<file path="src/rtl/vend_pkg.sv">
// rtl/vend_pkg.sv - shared state encoding, product codes and change width for the dispenser
package vend_pkg;

    localparam int CHG_W = 3;

    typedef enum logic [2:0] {
        S_IDLE, S_CHECK, S_VEND, S_GAP, S_PAY1, S_PAY05, S_DONE, S_ERR
    } state_t;

    localparam logic [1:0] PROD_NONE  = 2'b00;
    localparam logic [1:0] PROD_WATER = 2'b01;
    localparam logic [1:0] PROD_COKE  = 2'b10;
    localparam logic [1:0] PROD_BAD   = 2'b11;

endpackage

</file>
<file path="src/rtl/vend_dispenser_pulse_timer.sv">
// rtl/vend_dispenser_pulse_timer.sv - loadable down-counter timing pulse and gap phases
module pulse_timer #(
    parameter int W = 3
) (
    input  logic         Clk,
    input  logic         Rst_n,
    input  logic         start,
    input  logic [W-1:0] len,
    output logic         expire
);

    logic [W-1:0] cnt;

    // Loading len-1 makes expire land on the last cycle of a len-cycle phase.
    always_ff @(posedge Clk or negedge Rst_n) begin
        if (!Rst_n)
            cnt <= '0;
        else if (start)
            cnt <= len - W'(1);
        else if (cnt != '0)
            cnt <= cnt - W'(1);
    end

    assign expire = (cnt == '0);

endmodule

</file>
<file path="src/rtl/vend_dispenser.sv">
// rtl/vend_dispenser.sv - motor and coin-eject sequencer with exact-change inventory check
module vend_dispenser
    import vend_pkg::*;
#(
    parameter int PULSE_LEN     = 4,
    parameter int GAP_LEN       = 2,
    parameter int INV_W         = 8,
    parameter int INV_INIT_ONE  = 20,
    parameter int INV_INIT_HALF = 20
) (
    input  logic             Clk,
    input  logic             Rst_n,
    input  logic             Vld,
    output logic             Rdy,
    input  logic [1:0]       Prod,
    input  logic [CHG_W-1:0] Chg,
    input  logic             Refill,
    output logic             MotorWater,
    output logic             MotorCoke,
    output logic             Eject1,
    output logic             Eject05,
    output logic             Done,
    output logic             Err,
    output logic [INV_W-1:0] Cnt1,
    output logic [INV_W-1:0] Cnt05
);

    localparam int MAX_LEN = (PULSE_LEN > GAP_LEN) ? PULSE_LEN : GAP_LEN;
    localparam int TW      = $clog2(MAX_LEN + 1);

    state_t           state;
    logic [1:0]       prod_q;
    logic [CHG_W-1:0] chg_q, n1_left, n05_left;
    logic [CHG_W-1:0] plan_n1, plan_n05, coin_n1, coin_n05;
    logic             bad;
    logic             t_start, t_expire;
    logic [TW-1:0]    t_len;

    assign Rdy = (state == S_IDLE) && !Refill;

    // Pay as many 1 TL coins as stock allows; the rest must come from 0.5 TL coins.
    always_comb begin
        plan_n1 = chg_q >> 1;
        if (INV_W'(plan_n1) > Cnt1)
            plan_n1 = CHG_W'(Cnt1);
        plan_n05 = chg_q - (plan_n1 << 1);
        bad      = (prod_q == PROD_BAD) || (INV_W'(plan_n05) > Cnt05);
        coin_n1  = (state == S_CHECK) ? plan_n1  : n1_left;
        coin_n05 = (state == S_CHECK) ? plan_n05 : n05_left;
    end

    always_comb begin
        t_start = 1'b0;
        t_len   = TW'(PULSE_LEN);
        case (state)
            S_CHECK: t_start = 1'b1;
            S_VEND, S_PAY1, S_PAY05: begin
                t_start = t_expire;
                t_len   = TW'(GAP_LEN);
            end
            S_GAP: t_start = t_expire;
            default: t_start = 1'b0;
        endcase
    end

    pulse_timer #(.W(TW)) u_timer (
        .Clk    (Clk),
        .Rst_n  (Rst_n),
        .start  (t_start),
        .len    (t_len),
        .expire (t_expire)
    );

    always_ff @(posedge Clk or negedge Rst_n) begin
        if (!Rst_n) begin
            state      <= S_IDLE;
            prod_q     <= PROD_NONE;
            chg_q      <= '0;
            n1_left    <= '0;
            n05_left   <= '0;
            MotorWater <= 1'b0;
            MotorCoke  <= 1'b0;
            Eject1     <= 1'b0;
            Eject05    <= 1'b0;
            Done       <= 1'b0;
            Err        <= 1'b0;
            Cnt1       <= INV_W'(INV_INIT_ONE);
            Cnt05      <= INV_W'(INV_INIT_HALF);
        end else begin
            case (state)
                S_IDLE: begin
                    if (Refill) begin
                        Cnt1  <= INV_W'(INV_INIT_ONE);
                        Cnt05 <= INV_W'(INV_INIT_HALF);
                    end else if (Vld) begin
                        prod_q <= Prod;
                        chg_q  <= Chg;
                        state  <= S_CHECK;
                    end
                end
                S_CHECK, S_GAP: begin
                    if (state == S_CHECK && bad) begin
                        Err   <= 1'b1;
                        state <= S_ERR;
                    end else if (state == S_CHECK && prod_q != PROD_NONE) begin
                        MotorWater <= (prod_q == PROD_WATER);
                        MotorCoke  <= (prod_q == PROD_COKE);
                        n1_left    <= plan_n1;
                        n05_left   <= plan_n05;
                        state      <= S_VEND;
                    end else if (state == S_CHECK || t_expire) begin
                        // 1 TL coins always go out before any 0.5 TL coin.
                        if (coin_n1 != '0) begin
                            Eject1   <= 1'b1;
                            Cnt1     <= Cnt1 - 1'b1;
                            n1_left  <= coin_n1 - 1'b1;
                            n05_left <= coin_n05;
                            state    <= S_PAY1;
                        end else if (coin_n05 != '0) begin
                            Eject05  <= 1'b1;
                            Cnt05    <= Cnt05 - 1'b1;
                            n1_left  <= '0;
                            n05_left <= coin_n05 - 1'b1;
                            state    <= S_PAY05;
                        end else begin
                            Done  <= 1'b1;
                            state <= S_DONE;
                        end
                    end
                end
                S_VEND, S_PAY1, S_PAY05: begin
                    if (t_expire) begin
                        MotorWater <= 1'b0;
                        MotorCoke  <= 1'b0;
                        Eject1     <= 1'b0;
                        Eject05    <= 1'b0;
                        state      <= S_GAP;
                    end
                end
                default: begin
                    Done  <= 1'b0;
                    Err   <= 1'b0;
                    state <= S_IDLE;
                end
            endcase
        end
    end

endmodule

</file>
<file path="config.mk">
export PLATFORM = sky130hd
export DESIGN_NAME = vend_dispenser
export DESIGN_NICKNAME = d
export VERILOG_FILES = /design/src/rtl/vend_pkg.sv /design/src/rtl/vend_dispenser_pulse_timer.sv /design/src/rtl/vend_dispenser.sv
export SDC_FILE = /design/constraint.sdc
export NUM_CORES = 1
export LEC_CHECK = 0
export ABC_AREA = 1
export CAP_MARGIN = 20
export CORE_UTILIZATION = 55
export CTS_CLUSTER_DIAMETER = 30
export DETAILED_ROUTE_END_ITERATION = 16
export PLACE_DENSITY = 0.91
export SYNTH_ARGS = -nofsm -noshare
export SYNTH_HDL_FRONTEND = slang
export SYNTH_SLANG_ARGS = --single-unit
</file>
<file path="constraint.sdc">
create_clock -name Clk -period 3.5 [get_ports Clk]
set_clock_uncertainty 0.2 [all_clocks]
set_input_delay 0.35 -clock Clk [delete_from_list [all_inputs] [get_ports Clk]]
set_output_delay 0.35 -clock Clk [all_outputs]
set_load 0.01 [all_outputs]
</file>
==> reports/results.txt <==
Worst-Skew Late Latency: 0.30 ns
Most frequent cells in the layout: 95 x nand2_1, 38 x nor2_1, 35 x dfrtp_1
Setup Viol. Count Final: 0
Global-route wire length before repair: 9740 um
Most common cell after layout, fill and taps aside: nand2_1
Mapped Nets: 367
Max Cap Violations: 0
CP max FO: 7
Grt ovf: 0
Hold Violations, Final: 0
Distinct cells, synth: 40
CTS root buffer: clkbuf_8
DR DRC count: 2
Yosys reg bits: 39
Layout cells sized above 1: 0.190
Core region area: 4470 sq um
Mean Syn Cell Area: 7.56 sq um
Total track usage: 0.244
Final nets: 409
Slew margin rel.: 0.431
Violated checks: DRC
Placed wire-length estimate: 4080 um
Port Buffers: 31
Tightest Pin Transition: 0.853 ns
Yosys warnings: 0
Post-route ant nets: 0
Fin crit share: 0.977
Site Rows: 24
WS Path Type: flop to flop
Worst setup SP type: flop
Register area share after synthesis: 0.374
Mapped Area: 2620 sq um
Clk slew on worst S/H paths: 0.09 ns
CTS tree: built
Status: finished, violations left
Initial drt markers: 256
Dpl ws: 0.101 ns
H-tree Lvls: 2
# IOs: 32
Deepest clock path buffer count: 2
DRT Pass-1 Iters: 12
Initial Util: 0.586
Via density: 5.48
FMAX: 293 MHz
Fin util: 0.719
Via count: 2420
Initial antenna violation count: 0
Drt wl/cell: 14.0 um
CP Capture Type: flop
# clock sinks: 39
R2R cell count: 21
Final setup TNS: 0 ns
Period minus WS final: 3.42 ns
Vias in the first global route: 2183
Slew Limit Fails: 0
Post-Synthesis Cells: 347
Antenna diodes: 0
Hold WC Path Type: flop to flop
Largest net degree at the start of global routing: 40
GP Congestion: 0.921
Num CTS Buffers: 5
# fillers: 323
Worst setup margin: 0.0813 ns
Final wirelength: 6190 um
Die W: 71.1 um
Area Overhead vs Synth: 22.7%
Chip Height: 71.1 um
Die outline area: 5050 sq um
Arr. time, crit path: 3.40 ns
Required time worst endpoint: 3.48 ns
Hold Path Stages: 1
==> area by class of cell <==
| class | instances | area (sq um) | area share |
|---|---|---|---|
| Multi-Input combinational cell | 266 | 1540 | 0.479 |
| Clock inverter | 2 | 35.0 | 0.0109 |
| Tap cell | 52 | 65.1 | 0.0202 |
| Clock buffer | 6 | 82.6 | 0.0257 |
| Inverter | 39 | 151 | 0.0471 |
| Sequential cell | 39 | 981 | 0.305 |
| Timing Repair Buffer | 38 | 360 | 0.112 |
==> worst max-delay path, stage by stage, from the launching register on <==
cell and delay [ns]:
dfrtp_1 0.43, ha_1 0.30, nand2_1 0.07, nand2_1 0.07, nand3b_1 0.19, nand2_1 0.10, nand2_1 0.07, ha_1 0.22
inv_1 0.08, nand2_1 0.08, nand2_1 0.09, ha_1 0.27, inv_1 0.09, nor2_1 0.05, nor2_1 0.10, o22ai_1 0.09
nand2_2 0.09, nand3_2 0.09, nor2_4 0.29, nand3_4 0.18, nand2_1 0.11, o21ai_2 0.05
==> cell families after synthesis <==
logic type / share of synthesized area
xor gates and xnor gates: 0.0401
buffers and inverters: 0.0687
DFF: 0.374
adders and majority gates: 0.0525
and+or+nand+nor: 0.369
AOI/OAI and AO/OA: 0.0911
muxes: 0.00429
==> state kept, by name (all words and copies together), names as in the netlist <==
name and flops:
Cnt05 8, Cnt1 8, Done 1, Eject05 1
Eject1 1, Err 1, MotorCoke 1, MotorWater 1
chg_q 3, n05_left 3, n1_left 3, prod_q 2
state 3, u_timer.cnt 3
==> layer usage <==
layer,track usage,share of wire,up-vias
met2,0.403,0.49,75
met4,0.0911,0.013,0
met1,0.323,0.44,1126
li1,-,-,1207
met3,0.0413,0.049,12
met5,0,0,-
==> final timing paths <==
path	end	start	slack (ns)
max	Cnt05[7]$_DFFE_PN0P_	Cnt1[0]$_DFFE_PN0P_	0.08
min in group asynchronous	Cnt1[7]$_DFFE_PN0P_	Rst_n	0.48
max reg2reg	Cnt05[7]$_DFFE_PN0P_	Cnt1[0]$_DFFE_PN0P_	0.08
min reg2reg	u_timer.cnt[0]$_DFFE_PN0P_	u_timer.cnt[0]$_DFFE_PN0P_	0.28
max in group asynchronous	Cnt05[0]$_DFFE_PN0P_	Rst_n	2.06
min	u_timer.cnt[0]$_DFFE_PN0P_	u_timer.cnt[0]$_DFFE_PN0P_	0.28
==> stage by stage <==
stage                     hold WS (ns)  cells  cell area (sq um)
final                            0.276    442               3220
after global routing             0.300    442               3220
after CTS                        0.278    436               3100
after detailed placement         0.257    427               2970
after global placement           0.253    427               2970
after floorplan                 -0.146    347               2620
==> Yosys cell counts, drive strengths merged <==
library cell	number	area, sq um
nor3	1	5.00
inv	38	145
dfstp	4	105
nand3	24	145
a21oi	14	81.3
a21boi	1	7.51
nand3b	1	7.51
o211ai	1	7.51
or3	1	6.26
or2	7	46.3
clkinv	1	3.75
nand2	108	457
buf	3	27.5
clkbuf	1	3.75
xor2	11	96.3
xnor2	1	8.76
and2	1	6.26
o21ai	20	123
nand4	12	81.3
o22ai	2	12.5
dfrtp	35	876
o21a	1	7.51
mux2	1	11.3
ha	11	138
nor2	47	214
==> what timing repair did <==
item                       4_1_cts  5_1_grt
buffers inserted                 0        5
hold endpoints to repair        18        0
setup endpoints to repair        0       22
resized for setup                0       15
hold buffers                     1        0
Power is not shown: default switching activity piles up to over one toggle a cycle in this logic, so the estimate is an artifact.
